--- config.mk ---
export PLATFORM = sky130hd
export DESIGN_NAME = eeprom_page_array
export DESIGN_NICKNAME = d
export VERILOG_FILES = /design/src/rtl/eeprom_page_array.sv
export SDC_FILE = /design/constraint.sdc
export NUM_CORES = 2
export LEC_CHECK = 0
export BUFFER_PORTS_ARGS = -buffer_cell sky130_fd_sc_hd__clkbuf_2
export CORE_MARGIN = 2
export CORE_UTILIZATION = 40
export CTS_BUF_LIST = sky130_fd_sc_hd__clkbuf_4 sky130_fd_sc_hd__clkbuf_8 sky130_fd_sc_hd__clkbuf_16
export DETAILED_ROUTE_END_ITERATION = 7
export GPL_TIMING_DRIVEN = 1
export PLACE_DENSITY_LB_ADDON = 0.12
export SETUP_SLACK_MARGIN = 0.5
export SYNTH_ARGS = -nofsm -noshare
export SYNTH_HDL_FRONTEND = slang
export SYNTH_SLANG_ARGS = --single-unit
--- constraint.sdc ---
create_clock -name clk -period 4.4 [get_ports clk]
set_clock_uncertainty 0.15 [all_clocks]
set_input_delay 0.88 -clock clk [delete_from_list [all_inputs] [get_ports clk]]
set_output_delay 0.88 -clock clk [all_outputs]
set_load 0.01 [all_outputs]
--- src/rtl/eeprom_page_array.sv ---
`default_nettype none
// ============================================================================
// Module      : eeprom_page_array
// Description : Paged EEPROM storage core. Byte writes are staged in a page
//               buffer with in-page address wrap. A stop commits the staged
//               bytes after a modelled tWR wait, and busy is raised meanwhile.
//               Sequential reads auto-increment across the whole array.
// Revision    : 1.0 - initial release
// ============================================================================
module eeprom_page_array #(
    parameter int DATA_W     = 8,
    parameter int PAGE_BYTES = 8,
    parameter int PAGE_NUM   = 32,
    parameter int TWR_CYCLES = 16,
    localparam int ADDR_W    = $clog2(PAGE_BYTES * PAGE_NUM),
    localparam int OFS_W     = $clog2(PAGE_BYTES)
) (
    input  logic              clk,
    input  logic              rst,
    input  logic              cs,
    input  logic              start,
    input  logic [ADDR_W-1:0] addr_i,
    input  logic              write,
    input  logic [DATA_W-1:0] data_i,
    input  logic              rd_en,
    input  logic              stop,
    output logic [DATA_W-1:0] data_o,
    output logic              ack,
    output logic              busy
);

    localparam int DEPTH   = PAGE_BYTES * PAGE_NUM;
    localparam int CNT_MAX = (TWR_CYCLES > PAGE_BYTES) ? TWR_CYCLES : PAGE_BYTES;
    localparam int CNT_W   = $clog2(CNT_MAX + 1);

    localparam logic [CNT_W-1:0] c_twr_last  = CNT_W'(TWR_CYCLES - 1);
    localparam logic [CNT_W-1:0] c_page_last = CNT_W'(PAGE_BYTES - 1);

    localparam logic [1:0] c_idle   = 2'd0;
    localparam logic [1:0] c_wait   = 2'd1;
    localparam logic [1:0] c_commit = 2'd2;

    // Control and datapath state
    logic [1:0]        r_state;
    logic [1:0]        w_state_next;
    logic [CNT_W-1:0]  r_cnt;
    logic [ADDR_W-1:0] r_ptr;
    logic [PAGE_BYTES-1:0] r_mask;
    logic [DATA_W-1:0] r_buf [PAGE_BYTES];
    logic [DATA_W-1:0] r_mem [DEPTH];
    logic [DATA_W-1:0] r_data;
    logic              r_ack;
    logic              r_busy;

    // Decoded requests and derived controls
    logic              w_idle;
    logic              w_acc_stop;
    logic              w_acc_start;
    logic              w_acc_write;
    logic              w_acc_read;
    logic              w_launch;
    logic              w_wait_done;
    logic              w_commit_done;
    logic              w_ack_next;
    logic              w_busy_next;
    logic              w_mem_we;
    logic [OFS_W-1:0]  w_wr_ofs;
    logic [OFS_W-1:0]  w_cm_ofs;
    logic [ADDR_W-1:0] w_cm_addr;

    // Request arbitration: only in IDLE, one operation per cycle, stop > start > write > read
    always_comb begin
        w_idle      = (r_state == c_idle);
        w_acc_stop  = w_idle & stop;
        w_acc_start = w_idle & ~stop & cs & start;
        w_acc_write = w_idle & ~stop & cs & ~start & write;
        w_acc_read  = w_idle & ~stop & cs & ~start & ~write & rd_en;
        w_launch    = w_acc_stop & (|r_mask);
        w_wait_done   = (r_cnt == c_twr_last);
        w_commit_done = (r_cnt == c_page_last);
        w_wr_ofs    = r_ptr[OFS_W-1:0];
        w_cm_ofs    = r_cnt[OFS_W-1:0];
    end

    // FSM state register
    always_ff @(posedge clk or posedge rst) begin
        if (rst) begin
            r_state <= c_idle;
        end else begin
            r_state <= w_state_next;
        end
    end

    // FSM next-state logic
    always_comb begin
        w_state_next = r_state;
        case (r_state)
            c_idle: begin
                if (w_launch) begin
                    w_state_next = c_wait;
                end
            end
            c_wait: begin
                if (w_wait_done) begin
                    w_state_next = c_commit;
                end
            end
            c_commit: begin
                if (w_commit_done) begin
                    w_state_next = c_idle;
                end
            end
            default: begin
                w_state_next = c_idle;
            end
        endcase
    end

    // FSM outputs: next values of the registered flags and the commit write port
    always_comb begin
        w_ack_next  = w_acc_stop | w_acc_start | w_acc_write | w_acc_read;
        w_busy_next = (w_state_next != c_idle);
        w_mem_we    = (r_state == c_commit) & r_mask[w_cm_ofs];
        // Commit target keeps the page bits of the pointer and walks the offset
        w_cm_addr              = r_ptr;
        w_cm_addr[OFS_W-1:0]   = w_cm_ofs;
    end

    // Phase counter: restarts on every state change, runs while not idle
    always_ff @(posedge clk or posedge rst) begin
        if (rst) begin
            r_cnt <= '0;
        end else if (w_state_next != r_state) begin
            r_cnt <= '0;
        end else if (r_state != c_idle) begin
            r_cnt <= r_cnt + 1'b1;
        end
    end

    // Address pointer and staged-byte mask
    always_ff @(posedge clk or posedge rst) begin
        if (rst) begin
            r_ptr  <= '0;
            r_mask <= '0;
        end else begin
            if (w_acc_start) begin
                r_ptr  <= addr_i;
                r_mask <= '0;
            end else if (w_acc_write) begin
                // Only the in-page offset advances; the page stays fixed during a burst
                r_ptr[OFS_W-1:0]  <= w_wr_ofs + 1'b1;
                r_mask[w_wr_ofs]  <= 1'b1;
            end else if (w_acc_read) begin
                r_ptr <= r_ptr + 1'b1;
            end
            if ((r_state == c_commit) && w_commit_done) begin
                r_mask <= '0;
            end
        end
    end

    // Registered read data, held until the next accepted read
    always_ff @(posedge clk or posedge rst) begin
        if (rst) begin
            r_data <= '0;
        end else if (w_acc_read) begin
            r_data <= r_mem[r_ptr];
        end
    end

    // Registered handshake outputs
    always_ff @(posedge clk or posedge rst) begin
        if (rst) begin
            r_ack  <= 1'b0;
            r_busy <= 1'b0;
        end else begin
            r_ack  <= w_ack_next;
            r_busy <= w_busy_next;
        end
    end

    // Page buffer staging and array commit; storage contents survive reset
    always_ff @(posedge clk) begin
        if (w_acc_write) begin
            r_buf[w_wr_ofs] <= data_i;
        end
        if (w_mem_we) begin
            r_mem[w_cm_addr] <= r_buf[w_cm_ofs];
        end
    end

    assign data_o = r_data;
    assign ack    = r_ack;
    assign busy   = r_busy;

endmodule
`default_nettype wire

Yosys cells after proc, flatten, opt, wreduce, memory -nomap -nowiden
Memories as Yosys holds them, arrays and structs flattened. A register that Yosys moved wholly into a read port is not among the register bits. Index checks and enable logic that the tools add are counted.

Bits in latches: 0. Bits of input ports: 23. Memories: 2. Memory bits (read-only): 0. Logic and storage cells: 70. RAM bits: 2112. Bits in registers: 25. Output and inout port bits: 10.

$lt $le $gt $ge: 3. Add/sub/neg operators: 3. Muxes and demuxes: 21. Shift operators: 0. Bitwise operators: 17. Multiply operators: 0. Reduce and logical (&&, ||, !) cells: 11. Equality and inequality tests: 6. Divide/modulo/power cells: 0.

Memory list: r_mem (depth 256, width 8, read ports 1, clocked after memory_dff 1, wr ports 1, line 50) `logic [DATA_W-1:0] r_mem [DEPTH];`; r_buf (depth 8, width 8, read ports 1, clocked after memory_dff 0, wr ports 1, line 49) `logic [DATA_W-1:0] r_buf [PAGE_BYTES];`.

Operators by type and width (number): $mux 8 (5); $mux 5 (3); $and 1x1->1 (10); $add 8x1->8 const B (1); $lt 3x4->1 const B (2); $or 8x8->8 (1); $reduce_bool 2->1 (4); $reduce_or 8->1 (1); $mux 1 (6); $mux 2 (3); $pmux 2 s3 (1); $reduce_bool 3->1 (2); $add 5x1->5 const B (1); $eq 5x3->1 const B (1); $eq 5x4->1 const B (1); $add 3x1->3 const B (1); $bmux 1 s3 (1); $demux 1 s3 (1); $ge 3x1->1 const B (1); $mux 3 (1); $not 1->1 (3); $or 1x1->1 (3); $eq 2x1->1 const B (1); $eq 2x2->1 const B (1); other kinds (5) (6).

Longest topological paths before layout
Word-level depth: 9. Depth in mapped cells: 13. Gate-level depth less buffers: 7.

Least setup slack after synthesis
No wires, ideal clock.

Path type: flip-flop to flip-flop. Start: register r_cnt[0]. End: memory r_mem[0][0] (data pin). Buffers on the path: 2. Data required time: 3.695 ns. Library setup time: 0.555 ns. Period minus slack after synthesis: 4.020 ns. Cell stages (with the launch flop): 5. Setup slack: 0.380 ns. Data arrival time: 3.315 ns. Cell sequence: dfrtp_1 -> buf_2 -> buf_1 -> mux4_2 -> mux2_2.

Cells in the longest elaborated chain, start to end: 1.

RTL lines: from (decl) (line 46) `logic [CNT_W-1:0] r_cnt;`; from (signal assigned) (line 136) `r_cnt <= r_cnt + 1'b1;`; $mem_v2 8x8; to (decl) (line 50).

Every way passes these cells.

==> metrics.txt <==
EDFF count, synth 2112; fmax 0.256 GHz; Area growth syn-to-layout 17.7%; mux cell area share after synthesis 7.90%; area of the core ~0.21 sq mm; main combinational cell family by area after synthesis compound AO/OA/AOI/OAI gates; Num CTS Buffers 226; Bufs on Longest Clock Path 3; Cells after DPL 8079; via count between 50k and 60k; first drt pass iteration count 6; critical path data arrival time approximately 4.5 ns; post-route total power 0.0743 W; PD cells 742 mW/mm^2; FF-to-FF setup slack 0.49 ns; synthesis-stage register bit count 2145; NetSw 0.0284 W; clk sinks 2145; Period Utilization, post-route 88.8%; initial core utilization around two fifths; fill count 18.1k; fin crit period roughly 3.9 ns; warning count from the yosys run 0; Hold Path Class in2reg; IO Pins 33; Reg clk slew, reported paths 0.07 ns; Comb pwr share ~37%; antenna viol nets, final 0; crit-path max FO 18; Final GP Congestion approximately 0.89; Iter 0 DRT Violations 7007; Post-Synth Adder-Cell Area less than 1%; max-slew violations 0; Async S/R FF share, synth 1.54%; DRC Markers 0; syn nets approximately 5.0k; Post-Synth Simple-Gate Area 3.94%; hpwl dp about 190000 microns; critical path type reg2reg; initial antenna violation count 13; worst skew pair latency 0.87 ns; sequential area share after synthesis 75.6%; Sw Share 38.3%; fin nets 5540; Port Buf Inserts 32; GR Overflow Total 0; Rel. slew slack 1.91%; Die Width 465 microns; first-pass GRT wire length 413000 microns; htree depth 4; status complete, no violations; layout cells sized above 1 23.9%; largest net degree at the start of global routing 115; Max Cap Violations 0; Seq pwr share 36.8%; Tot GR Track Use 27.3%; drt wl/cell 35.2 microns; Post-Syn Instances 4991; RSZ-0062 raised after global routing true; CTS Root Cell clkbuf_16; XOR/XNOR share of the synthesized area less than 1%; vias in the first global route 49.8k; Setup crit end kind register; Clk pwr share 26.3%; CP required 5.01 ns; Die ar. 0.216 sq mm; Worst setup SP type register; final hold violations 0; chip height 465 microns; DR vias/cell 6.08; Max VDD drop 702 uV; Cell variety after synth 94; Leak Pwr about 33 nW; Int Power 0.0458 W; main flop type after synthesis edfxtp_1; Layout Cells excl Fill ~8.5k; Post-Route WL roughly 300000 microns; synth top area cells edfxtp_1, mux2i_1, mux2_2; Rows 169; Synth top area share approximately 75%; mean post-synth cell area between 15 and 20 sq um; compound-cell area share of the yosys netlist 9.90%; Final setup violation count 0; Worst Tran Pin Value about 1.5 ns; CTS tree done; leading area contributor after synthesis edfxtp_1; Synth Cell Area 0.0850 sq mm
[timing repair]
item	CTS	global route
endpoints found under the hold margin	25	0
gates cloned	0	2
pin swaps	1	3
gates resized for setup	12	12
setup buffers	8	14
hold buffers	1	0
endpoints found under the setup margin	8	8
[sequential cells by signal, indices dropped and copies added (netlist names)]
register,count
r_mem,2048
r_buf,64
data_o,8
r_mask,8
r_ptr,8
r_cnt,5
r_state,2
ack,1
busy,1
[per-layer routing]
metal	vias to the layer above	GRT usage, %	part of all wire (%)
met5	-	0	0.0060
met4	4	9.16	3.7
met3	501	4.95	8.7
met2	2689	42.1	46
met1	27400	39.0	42
li1	21300	-	-
[cell families after synthesis]
group	count (synthesis)
buffers and inverters	375
adder cells (fa/ha/maj)	6
multiplexers	574
flip-flops	2145
AO/OA/AOI/OAI	1144
AND/OR/NAND/NOR	741
XOR/XNOR	6
[placed cells by master (no fill, tap or decap), types with 40 or more instances in the layout]
cell type	Yosys	final
a211oi_1	47	46
buf_12	0	54
mux4_2	58	58
nor2_1	360	358
mux2_2	179	171
o2bb2ai_1	69	69
a221o_1	73	73
nand3_1	51	47
a22oi_1	103	103
clkbuf_16	0	229
clkinv_1	1	48
clkinv_2	0	55
o211ai_1	40	40
edfxtp_1	2112	2112
a21oi_1	199	198
o21ai_0	168	167
clkbuf_4	0	48
a221oi_1	183	181
mux2i_1	325	325
a22o_1	43	43
nand2_1	168	156
buf_4	47	561
[path summary, 6_finish.rpt]
| path | startpoint | endpoint | cells past startpoint |
|---|---|---|---|
| setup reg to reg | r_ptr[2] | data_o[6] | 10 |
| max in group asynchronous | rst | r_ptr[0] | 4 |
| min in group asynchronous | rst | busy | 3 |
| hold / removal | data_i[4] | r_buf[4][4] | 1 |
| setup / recovery | r_ptr[2] | data_o[6] | 10 |
| hold reg to reg | r_mask[7] | r_mask[7] | 1 |
[metrics by stage]
stage                     util [%]  TNS, ns  hold WS (ns)  cell area [sq um]  setup WS, ns
after global routing          47.3        0         0.121             100000         0.463
after global placement        43.5   -0.142         0.351              92100        -0.142
after floorplan                  -        0         0.331              85000         0.380
after detailed placement      43.5  -0.0978         0.358              92100       -0.0978
after CTS                     47.2        0        0.0782              99900         0.377
final                         47.3        0         0.147             100000         0.491
[synthesized netlist by cell type, types with 14 or more instances]
cell	n
a221oi_1	183
buf_1	31
a211o_1	16
buf_4	47
a31oi_1	40
dfrtp_1	33
a22oi_1	103
o22ai_1	14
mux4_2	58
a22o_1	43
nand2_1	168
nand2b_1	20
clkbuf_1	110
a221o_1	73
mux2i_1	325
a21oi_1	199
o221ai_1	18
buf_6	53
nand3b_1	21
nor2b_1	15
mux2_2	179
buf_2	125
nor2_1	360
a211oi_1	47
nand3_1	51
nor3_1	21
edfxtp_1	2112
o211ai_1	40
a311oi_1	18
o2bb2ai_1	69
o21ai_0	168
[critical path: stages, from the launching register on]
cell and delay [ns]:
dfrtp_4 0.55, buf_12 0.25, buf_12 0.18, buf_4 0.24, mux2_2 0.36, a221o_1 0.29
a221oi_1 0.48, a211oi_1 0.25, a31oi_2 0.36, nand4_1 0.31, a41o_1 0.33
[area by class of cell]
cell class / instances / area (sq um) / area share (%)
Timing Repair Buffer: 657 / 5570 / 5.57
Multi-Input combinational cell: 2473 / 19000 / 19.0
Sequential cell: 2145 / 64300 / 64.2
Tap cell: 2821 / 3530 / 3.53
Inverter: 8 / 50.0 / 0.0500
Antenna cell: 4 / 10.0 / 0.0100
Clock inverter: 148 / 1500 / 1.50
Clock buffer: 279 / 6120 / 6.12
[power by group through the flow]
stage / clock network (W) / registers [W] / logic, W
after floorplan: 0 / 0.0278 / 0.0132
after global placement: 0 / 0.0278 / 0.0265
after detailed placement: 0 / 0.0278 / 0.0266
after CTS: 0.0198 / 0.0273 / 0.0269
after global routing: 0.0206 / 0.0273 / 0.0283
final: 0.0196 / 0.0273 / 0.0274
Note: power is estimated with default switching activity, not from simulation.
